[config.mk]
export PLATFORM = sky130hd
export DESIGN_NAME = bsg_aes_input_gather
export DESIGN_NICKNAME = d
export VERILOG_FILES = /design/src/rtl/bsg_aes_pkg.sv /design/src/rtl/bsg_aes_shift_in.sv /design/src/rtl/bsg_aes_input_gather.sv
export SDC_FILE = /design/constraint.sdc
export NUM_CORES = 1
export LEC_CHECK = 0
export CAP_MARGIN = 20
export CORE_ASPECT_RATIO = 0.75
export CORE_MARGIN = 2
export CORE_UTILIZATION = 48
export CTS_BUF_LIST = sky130_fd_sc_hd__clkbuf_4 sky130_fd_sc_hd__clkbuf_8
export CTS_CLUSTER_SIZE = 12
export DETAILED_ROUTE_END_ITERATION = 12
export PLACE_DENSITY_LB_ADDON = 0.08
export SETUP_SLACK_MARGIN = 0.02
export SLEW_MARGIN = 15
export SYNTH_ARGS = -nofsm -noshare
export SYNTH_HDL_FRONTEND = slang
export SYNTH_SLANG_ARGS = --single-unit
[constraint.sdc]
create_clock -name clk_i -period 2.1 [get_ports clk_i]
set_input_delay 0.315 -clock clk_i [delete_from_list [all_inputs] [get_ports clk_i]]
set_output_delay 0.315 -clock clk_i [all_outputs]
set_load 0.01 [all_outputs]
[src/rtl/bsg_aes_pkg.sv]
// Shared widths and the gather FSM state type for the AES front-end.
//   bsg_aes_block_width_gp : plaintext block width
//   bsg_aes_key_width_gp   : key width
//   bsg_aes_frame_width_gp : {block, key} frame width handed to the encrypt core
package bsg_aes_pkg;

  localparam int bsg_aes_block_width_gp = 128;
  localparam int bsg_aes_key_width_gp   = 256;
  localparam int bsg_aes_frame_width_gp = bsg_aes_block_width_gp + bsg_aes_key_width_gp;

  typedef enum logic [1:0] {
    S_NOKEY = 2'd0,
    S_KEY   = 2'd1,
    S_BLK   = 2'd2,
    S_FULL  = 2'd3
  } bsg_aes_gather_state_e;

endpackage

[src/rtl/bsg_aes_shift_in.sv]
// Enable-gated shift-in register with clear. Each enabled cycle shifts the
// register left by one word and inserts data_i at the LSB end, so the first
// word loaded ends up in the MSBs once width_p/word_width_p words are in.
//   clk_i     : clock
//   reset_n_i : synchronous active-low reset, clears contents
//   clear_i   : synchronous clear (lower priority than reset, higher than en_i)
//   en_i      : shift in data_i this cycle
//   data_i    : word to insert
//   data_o    : full register contents
module bsg_aes_shift_in
  import bsg_aes_pkg::*;
#(
  parameter int width_p      = bsg_aes_block_width_gp,
  parameter int word_width_p = 32
) (
  input  logic                    clk_i,
  input  logic                    reset_n_i,
  input  logic                    clear_i,
  input  logic                    en_i,
  input  logic [word_width_p-1:0] data_i,
  output logic [width_p-1:0]      data_o
);

  logic [width_p-1:0] data_r;
  logic [width_p-1:0] shifted;

  // A single-word register has nothing to keep when shifting.
  if (width_p == word_width_p) begin : g_single
    assign shifted = data_i;
  end else begin : g_multi
    assign shifted = {data_r[width_p-word_width_p-1:0], data_i};
  end

  always_ff @(posedge clk_i) begin
    if (!reset_n_i) begin
      data_r <= '0;
    end else if (clear_i) begin
      data_r <= '0;
    end else if (en_i) begin
      data_r <= shifted;
    end
  end

  assign data_o = data_r;

endmodule

[src/rtl/bsg_aes_input_gather.sv]
// Gathers tagged key/plaintext words into a 256-bit key and 128-bit blocks
// and presents {block, key} frames to the AES encrypt core.
//   clk_i       : clock
//   reset_n_i   : synchronous active-low reset
//   data_i      : input word
//   cmd_i       : 1 = key word, 0 = plaintext word
//   v_i         : input word valid
//   ready_o     : word accepted when v_i & ready_o
//   data_o      : frame {block[127:0], key[255:0]}
//   v_o         : frame valid
//   ready_i     : frame consumed when v_o & ready_i
//   key_valid_o : a complete key is held
//   err_o       : sticky protocol error, cleared only by reset
//
// state   | meaning
// S_NOKEY | no key held, waiting for key word 0
// S_KEY   | key partially loaded, kcnt words in
// S_BLK   | key valid, block partially loaded, bcnt words in
// S_FULL  | frame presented, waiting for ready_i
module bsg_aes_input_gather
  import bsg_aes_pkg::*;
#(
  parameter int word_width_p = 32
) (
  input  logic                              clk_i,
  input  logic                              reset_n_i,
  input  logic [word_width_p-1:0]           data_i,
  input  logic                              cmd_i,
  input  logic                              v_i,
  output logic                              ready_o,
  output logic [bsg_aes_frame_width_gp-1:0] data_o,
  output logic                              v_o,
  input  logic                              ready_i,
  output logic                              key_valid_o,
  output logic                              err_o
);

  localparam int kw_lp      = bsg_aes_key_width_gp / word_width_p;
  localparam int bw_lp      = bsg_aes_block_width_gp / word_width_p;
  localparam int kcnt_w_lp  = (kw_lp > 1) ? $clog2(kw_lp) : 1;
  localparam int bcnt_w_lp  = (bw_lp > 1) ? $clog2(bw_lp) : 1;
  localparam logic [kcnt_w_lp-1:0] kcnt_last_lp = kcnt_w_lp'(kw_lp - 1);
  localparam logic [bcnt_w_lp-1:0] bcnt_last_lp = bcnt_w_lp'(bw_lp - 1);

  bsg_aes_gather_state_e state_r, state_n;
  logic [kcnt_w_lp-1:0]  kcnt_r, kcnt_n;
  logic [bcnt_w_lp-1:0]  bcnt_r, bcnt_n;
  logic                  key_valid_r, key_valid_n;
  logic                  err_r, err_n;
  // Holds ready_o low for the whole reset and rises on the first free cycle.
  logic                  out_of_reset_r;

  logic key_en, key_clr, blk_en, blk_clr;
  logic accept;
  logic [bsg_aes_key_width_gp-1:0]   key_q;
  logic [bsg_aes_block_width_gp-1:0] blk_q;

  assign ready_o = out_of_reset_r & (state_r != S_FULL);
  assign v_o     = (state_r == S_FULL);
  assign accept  = v_i & ready_o;

  always_ff @(posedge clk_i) begin
    if (!reset_n_i) begin
      state_r        <= S_NOKEY;
      kcnt_r         <= '0;
      bcnt_r         <= '0;
      key_valid_r    <= 1'b0;
      err_r          <= 1'b0;
      out_of_reset_r <= 1'b0;
    end else begin
      state_r        <= state_n;
      kcnt_r         <= kcnt_n;
      bcnt_r         <= bcnt_n;
      key_valid_r    <= key_valid_n;
      err_r          <= err_n;
      out_of_reset_r <= 1'b1;
    end
  end

  always_comb begin
    state_n     = state_r;
    kcnt_n      = kcnt_r;
    bcnt_n      = bcnt_r;
    key_valid_n = key_valid_r;
    err_n       = err_r;
    key_en      = 1'b0;
    key_clr     = 1'b0;
    blk_en      = 1'b0;
    blk_clr     = 1'b0;

    unique case (state_r)
      S_NOKEY: begin
        if (accept) begin
          if (cmd_i) begin
            key_en  = 1'b1;
            kcnt_n  = kcnt_w_lp'(1);
            state_n = S_KEY;
          end else begin
            err_n = 1'b1;
          end
        end
      end

      S_KEY: begin
        if (accept) begin
          if (cmd_i) begin
            key_en = 1'b1;
            if (kcnt_r == kcnt_last_lp) begin
              kcnt_n      = '0;
              key_valid_n = 1'b1;
              state_n     = S_BLK;
            end else begin
              kcnt_n = kcnt_r + kcnt_w_lp'(1);
            end
          end else begin
            // Abort: the partial key is wiped so it can never be presented.
            err_n   = 1'b1;
            kcnt_n  = '0;
            key_clr = 1'b1;
            state_n = S_NOKEY;
          end
        end
      end

      S_BLK: begin
        if (accept) begin
          if (!cmd_i) begin
            blk_en = 1'b1;
            if (bcnt_r == bcnt_last_lp) begin
              bcnt_n  = '0;
              state_n = S_FULL;
            end else begin
              bcnt_n = bcnt_r + bcnt_w_lp'(1);
            end
          end else if (bcnt_r == '0) begin
            key_valid_n = 1'b0;
            key_en      = 1'b1;
            kcnt_n      = kcnt_w_lp'(1);
            state_n     = S_KEY;
          end else begin
            // A key word inside a block is dropped; the partial block survives.
            err_n = 1'b1;
          end
        end
      end

      S_FULL: begin
        if (ready_i) begin
          bcnt_n  = '0;
          blk_clr = 1'b1;
          state_n = S_BLK;
        end
      end

      default: state_n = S_NOKEY;
    endcase
  end

  bsg_aes_shift_in #(
    .width_p     (bsg_aes_key_width_gp),
    .word_width_p(word_width_p)
  ) key_sr (
    .clk_i    (clk_i),
    .reset_n_i(reset_n_i),
    .clear_i  (key_clr),
    .en_i     (key_en),
    .data_i   (data_i),
    .data_o   (key_q)
  );

  bsg_aes_shift_in #(
    .width_p     (bsg_aes_block_width_gp),
    .word_width_p(word_width_p)
  ) blk_sr (
    .clk_i    (clk_i),
    .reset_n_i(reset_n_i),
    .clear_i  (blk_clr),
    .en_i     (blk_en),
    .data_i   (data_i),
    .data_o   (blk_q)
  );

  assign data_o      = {blk_q, key_q};
  assign key_valid_o = key_valid_r;
  assign err_o       = err_r;

endmodule

==> results.md, run 1 <==
- Outcome: completed
- Initial Util: 49.2%
- DIE WIDTH: 200 microns
- # diodes: 0
- # setup viols final: 0
- Sum Neg Setup Slack: 0 ns
- CTS tree: yes
- Post-Syn Area: 0.0139 sq mm
- Root Buffer: clkbuf_8
- Sequential cell area fraction in the yosys report: 56.8%
- # DRC: 0
- Tot GR Track Use: 26.4%
- Cell variety after synth: 31
- Critical Path AT: 1.72 ns
- Power density cells: 736 mW/mm^2
- P_leak: 6.53 nW
- Layout Cells excl Fill: 2558
- WL final: 42000 microns
- Max-Cap Viols: 0
- Vias in the first global route: 12100
- Setup crit end kind: output pin
- GRT overflow: 0
- DP Cell Count: 2460
- FMAX: 491 MHz
- Total number of vias: 12900
- Die ar.: 0.0303 sq mm
- CP Cell Sequence: clkdlybuf4s50_1
- Antenna violations before repair: 0
- Delay-heaviest family, CP: buffers and inverters
- Share of cells above drive strength 1: 7.09%
- R2R setup slack: 0.21 ns
- Reg2Reg Depth: 7
- RSZ-0062 raised after global routing: no
- Worst-case clock buffer depth: 3
- Delay of the slowest critical-path stage: 0.70 ns
- Tightest hold margin: 0.300 ns
- Mapped Cells: 1732
- Placed wire-length estimate: 30000 microns
- CP bufs+invs: 1
- Worst Setup Path Type: reg2out
- Critical Path Fanout Max: 3
- Vias per std cell: 5.04
- Post-synth net total: 1773
- Num CTS Buffers: 58
- Worst skew pair latency: 0.60 ns
- Slowest cell on the critical path: clkdlybuf4s50_1
- Slew Viols, Final: 0
- # clock sinks: 394
- Hold Fails Final Rpt: 0
- Core footprint: 0.0282 sq mm
- IR Drop Worst-Case VDD: 536 uV
- Synth warn: 0
- Post-route ant nets: 0
- DRT Pass-1 Iters: 5
- Post-Syn Area per Cell: 8.02 sq um
- I/O Buffers: 424
- Hold Path Sink: key_sr.data_o[26]
- Syn-to-layout area delta: 42.1%
- Initial DRC Count: 757
- Slew HR: 60.3%
- FILL cells: 2392
- Period Utilization, post-route: 97.0%
- First-pass GRT wire length: 64600 microns
- WL/cell: 16.4 microns
- Cell Rows: 53
- Number of synthesized register bits: 394
- Routability congestion estimate from global placement: 0.903
- Worst reg2reg endpoint: key_sr.data_o[246]
- Crit path launch type: flip-flop
- HP Class: in2reg
- Largest net degree at the start of global routing: 129
- Post-layout net count: 2176
- H-Tree Depth: 2
- Core Util, Final: 69.9%
- Hold Buf Count CTS: 0
- WHS Path Cells: 3
- WP data required: 1.78 ns
- HP Start: data_i[26]
- Worst Max-Slew Pin Slew: 0.595 ns
- Min cycle time layout: 2.04 ns
- Clock transition at the registers of the reported paths: 0.06 ns
- Die Span Y: 151 microns
- Boundary pin count: 425
- Final Skew: 0.0202 ns
- RR Startpoint: bcnt_r[0]
- Power consumption: 0.0145 W
[routing by layer]
metal  GRT usage, %  wire, microns
met5              0              0
met1           33.6          17800
met3           8.09           3620
met4           7.78            972
met2           43.5          19600
[what timing repair did]
item | 4_1_cts | 5_1_grt
gates resized for setup | 3 | 2
endpoints found under the setup margin | 2 | 1
buffers inserted | 0 | 0
[synthesized netlist by cell type]
master | count | area share, %
nand3_1 | 3 | 0.11
clkbuf_1 | 4 | 0.11
a311oi_1 | 1 | 0.063
o21a_1 | 2 | 0.11
nand2b_1 | 3 | 0.14
and4_1 | 1 | 0.063
a21o_1 | 1 | 0.054
nor2b_1 | 4 | 0.18
buf_4 | 5 | 0.27
a31oi_1 | 1 | 0.045
a221oi_2 | 1 | 0.11
nor2_1 | 4 | 0.11
a21oi_2 | 1 | 0.063
buf_2 | 97 | 3.5
and2_1 | 3 | 0.14
dfxtp_1 | 394 | 57
nand2_1 | 772 | 21
o311ai_0 | 1 | 0.063
o21ai_0 | 3 | 0.11
o211a_1 | 1 | 0.072
mux2i_1 | 1 | 0.072
ha_1 | 4 | 0.36
o41ai_4 | 1 | 0.20
nand4_1 | 4 | 0.18
a21boi_0 | 3 | 0.16
a21oi_1 | 385 | 14
and3_1 | 1 | 0.045
inv_1 | 5 | 0.14
buf_6 | 23 | 1.9
a41oi_1 | 2 | 0.13
or3_1 | 1 | 0.045
[cell type report]
type	instances	area [sq um]	area share, %
clock buffer	90	1140	5.80
clock inverter	8	67.6	0.342
inverter	5	18.8	0.0951
multi-input combinational	1204	5210	26.4
sequential	394	7900	40.0
tap	385	482	2.44
timing repair buffer	472	4920	24.9
[placed cells by master (no fill, tap or decap), drive strengths merged, types with 2 or more instances in the layout]
| cell | instances |
|---|---|
| nand2b | 3 |
| a21boi | 3 |
| a41oi | 2 |
| buf | 48 |
| nand3 | 3 |
| nand4 | 4 |
| nor2b | 4 |
| o21a | 2 |
| and2 | 3 |
| ha | 4 |
| nand2 | 772 |
| clkinv | 6 |
| inv | 5 |
| dfxtp | 394 |
| o21ai | 3 |
| clkdlybuf4s50 | 423 |
| nor2 | 4 |
| a21oi | 386 |
| clkbuf | 90 |
[registers in the layout, indices dropped and copies added (netlist names), named ones only]
name / cells
state_r: 1
key_sr.data_o: 256
blk_sr.data_o: 128
bcnt_r: 2
kcnt_r: 3
key_valid_o: 1
err_o: 1
out_of_reset_r: 1
[worst max path at each step]
stage / startpoint / end / slack [ns] / cells past startpoint
6_report: key_sr.data_o[35] / data_o[35] / 0.06 / 1
5_1_grt: key_sr.data_o[36] / data_o[36] / 0.02 / 1
3_5_place_dp: cmd_i / key_sr.data_o[184] / 0.02 / 7
2_1_floorplan: bcnt_r[0] / key_sr.data_o[215] / 0.59 / 8
4_1_cts: key_sr.data_o[36] / data_o[36] / 0.04 / 1
3_3_place_gp: cmd_i / key_sr.data_o[43] / 0.02 / 7
[report_power, final]
group	total, W	internal, W	leakage, nW	switching [W]
registers	0.00753	0.00750	3.18	0.0000276
clock network	0.00641	0.00356	0.646	0.00286
logic	0.000579	0.000226	2.71	0.000352
[per-stage QoR]
step                      instance area (sq um)  worst slack, ns
after floorplan                           13900            0.593
after global placement                    18500           0.0235
after detailed placement                  18500           0.0166
after CTS                                 19700           0.0401
after global routing                      19700           0.0244
final                                     19700           0.0625
[logic make-up after synthesis]
| family | share of synthesized area, % |
|---|---|
| compound gates | 15.0 |
| fa+ha+maj | 0.360 |
| buf+inv | 5.87 |
| flops | 56.8 |
| mux | 0.0721 |
| simple gates | 21.9 |
No activity file was read; power rests on OpenSTA's default activity.
==> run 2, diff against run 1 <==
Settings changed: CORE_UTILIZATION 48 to 44.
Clock period 2.1 ns to 1.66 ns, I/O delays scaled along.
==> run 2 against run 1 <==
Against the previous run: die area rose by 8.9%; design area rose by 2.3%; sequential cell count did not move; critical path depth rose by 2; clock skew fell by 0.0032 ns; via count rose by 2.0%; combinational power rose by 45%; wire length rose by 3.0%; register-to-register slack got worse by 0.15 ns; clock power rose by 28%.
==> results.md, run 2 (same netlist as run 1, synthesis figures left out) <==
- Outcome: completed
- DIE WIDTH: 209 microns (+4.4%)
- Period Utilization, post-route: 96.6%
- # setup viols final: 0 (unchanged)
- Tot GR Track Use: 24.9% (-1.4 points)
- Cell Rows: 56 (+5.7%)
- Core footprint: 0.0312 sq mm (+10%)
- WL final: 43300 microns (+3.0%)
- H-Tree Depth: 2 (unchanged)
- # clock sinks: 394 (unchanged)
- Design area: 0.0202 sq mm (+2.3%)
- RSZ-0062 raised after global routing: yes
- # diodes: 0 (unchanged)
- WL/cell: 16.4 microns (-0.27%)
- WHS Path Cells: 3 (unchanged)
- P_leak: 8.80 nW (+35%)
- DP Cell Count: 2518 (+2.4%)
- I/O Buffers: 424 (unchanged)
- Largest net degree at the start of global routing: 47 (-64%)
- Critical Path AT: 1.35 ns (-0.37 ns)
- Vias per std cell: 4.98 (-1.2%)
- DRT Pass-1 Iters: 5 (unchanged)
- Dpl cell area: 0.0189 sq mm (+1.9%)
- HP Class: in2reg
- Placed wire-length estimate: 29800 microns (-0.45%)
- Layout Cells excl Fill: 2642 (+3.3%)
- WP data required: 1.41 ns (-0.37 ns)
- Total number of vias: 13200 (+2.0%)
- Initial DRC Count: 943 (+25%)
- Critical Path Fanout Max: 3 (unchanged)
- Num CTS Buffers: 59 (+1.7%)
- Antenna violations before repair: 0 (unchanged)
- Worst-case clock buffer depth: 3 (unchanged)
- Post-layout net count: 2237 (+2.8%)
- Routability congestion estimate from global placement: 0.841 (-6.9%)
- Vias in the first global route: 12600 (+4.1%)
- Most frequent cells in the layout: nand2_1 (769), dfxtp_1 (389), dlygate4sd2_1 (379)
- IR Drop Worst-Case VDD: 563 uV (+5.1%)
- Hold Fails Final Rpt: 0 (unchanged)
- Syn-to-layout area delta: 45.3%
- Max-Cap Viols: 0 (unchanged)
- GRT overflow: 0 (unchanged)
- Worst Setup Path Type: reg2out
- Min cycle time layout: 1.60 ns
- Max reg flops: 256 (unchanged)
- Worst Max-Slew Pin Slew: 0.385 ns (-0.210 ns)
- # DRC: 0 (unchanged)
- Setup crit end kind: output pin
- CTS tree: yes
- Die ar.: 0.0330 sq mm (+8.9%)
- Most common cell after layout, fill and taps aside: nand2_1
- Slew Viols, Final: 0 (unchanged)
- Post-route ant nets: 0 (unchanged)
- Clock transition at the registers of the reported paths: 0.07 ns (about the same)
- Slew HR: 74.0% (+14 points)
- Worst skew pair latency: 0.61 ns (about the same)
- Initial Util: 44.5% (-4.6 points)
- First-pass GRT wire length: 66200 microns (+2.4%)
- Final Skew: 0.0169 ns (-0.00323 ns)
- Boundary pin count: 425 (unchanged)
- Share of cells above drive strength 1: 11.1% (+4.0 points)
- Die Span Y: 158 microns (+4.3%)
- Power density cells: 920 mW/mm^2 (+25%)
- Root Buffer: clkbuf_8
- Crit path launch type: flip-flop
- Reg2Reg Depth: 7 (unchanged)
- FMAX: 624 MHz
==> run 2: changes by cell type in the layout (fill, tap and decap cells not counted), moves of 3 or more <==
cell | previous run | this run
clkbuf_16 | 0 | 4
buf_12 | 25 | 30
buf_4 | 23 | 54
dlygate4sd2_1 | 1 | 379
dfxtp_1 | 392 | 389
buf_6 | 0 | 11
clkdlybuf4s50_1 | 423 | 36
buf_16 | 0 | 8
a21oi_2 | 0 | 18
clkbuf_4 | 15 | 22
clkdlybuf4s15_1 | 0 | 5
a21oi_1 | 385 | 367
dfxtp_2 | 0 | 3
==> run 2: worst max-delay path, stage by stage (launching register included) <==
cell and delay, ns:
dfxtp_4 0.34, and2_4 0.16, nor2b_1 0.09, buf_2 0.15
==> run 2: where the power goes <==
part	internal (W)	switching [W]	total [W]	leakage [nW]
Combinational	0.000357	0.000482	0.000839	4.97
Sequential	0.00949	0.0000291	0.00952	3.18
Clock	0.00457	0.00363	0.00820	0.656
Total	0.0144	0.00414	0.0186	8.80
==> run 2: layer usage <==
| layer | vias up | global-route usage [%] | wire length (microns) |
|---|---|---|---|
| met5 | - | 0 | 0 |
| met1 | 6229 | 30.2 | 18300 |
| met4 | 0 | 9.90 | 1420 |
| met2 | 337 | 42.1 | 20700 |
| met3 | 85 | 7.22 | 2910 |
| li1 | 6515 | - | - |
==> run 2: worst paths after layout <==
kind | slack, ns | to | startpoint
worst max-delay path | 0.06 | ready_o | state_r[0]
worst min-delay path | 0.22 | key_sr.data_o[27] | data_i[27]
worst max register to register | 0.06 | key_sr.data_o[181] | state_r[0]
worst min register to register | 0.45 | key_sr.data_o[253] | key_sr.data_o[253]
==> run 2: stage by stage <==
step           worst slack [ns]  utilization, %  power, W  setup TNS (ns)  hold slack [ns]
2_1_floorplan             0.153               -    0.0101               0            0.277
3_3_place_gp             -0.231            60.5    0.0105          -69.88            0.442
3_5_place_dp             -0.256            60.5    0.0105          -81.08            0.446
4_1_cts                  0.0181            63.9    0.0187               0            0.168
5_1_grt                -0.00287            64.7    0.0193        -0.00287            0.195
6_report                 0.0573            64.7    0.0186               0            0.218
==> run 2: layout make-up <==
cell class	count	area, sq um
fillers	2805	11000
flip-flops and latches	394	7900
multi-input cells	1205	5330
repair buffers	531	5200
clock buffers	95	1170
well taps	406	508
clock inverters	6	57.6
inverters	5	18.8
==> run 2: timing repair <==
action,in CTS,in global routing
buffers inserted,9,5
gates cloned,5,6
hold buffers,0,0
setup endpoints to repair,614,260
resized for setup,416,41
pin swaps,4,6
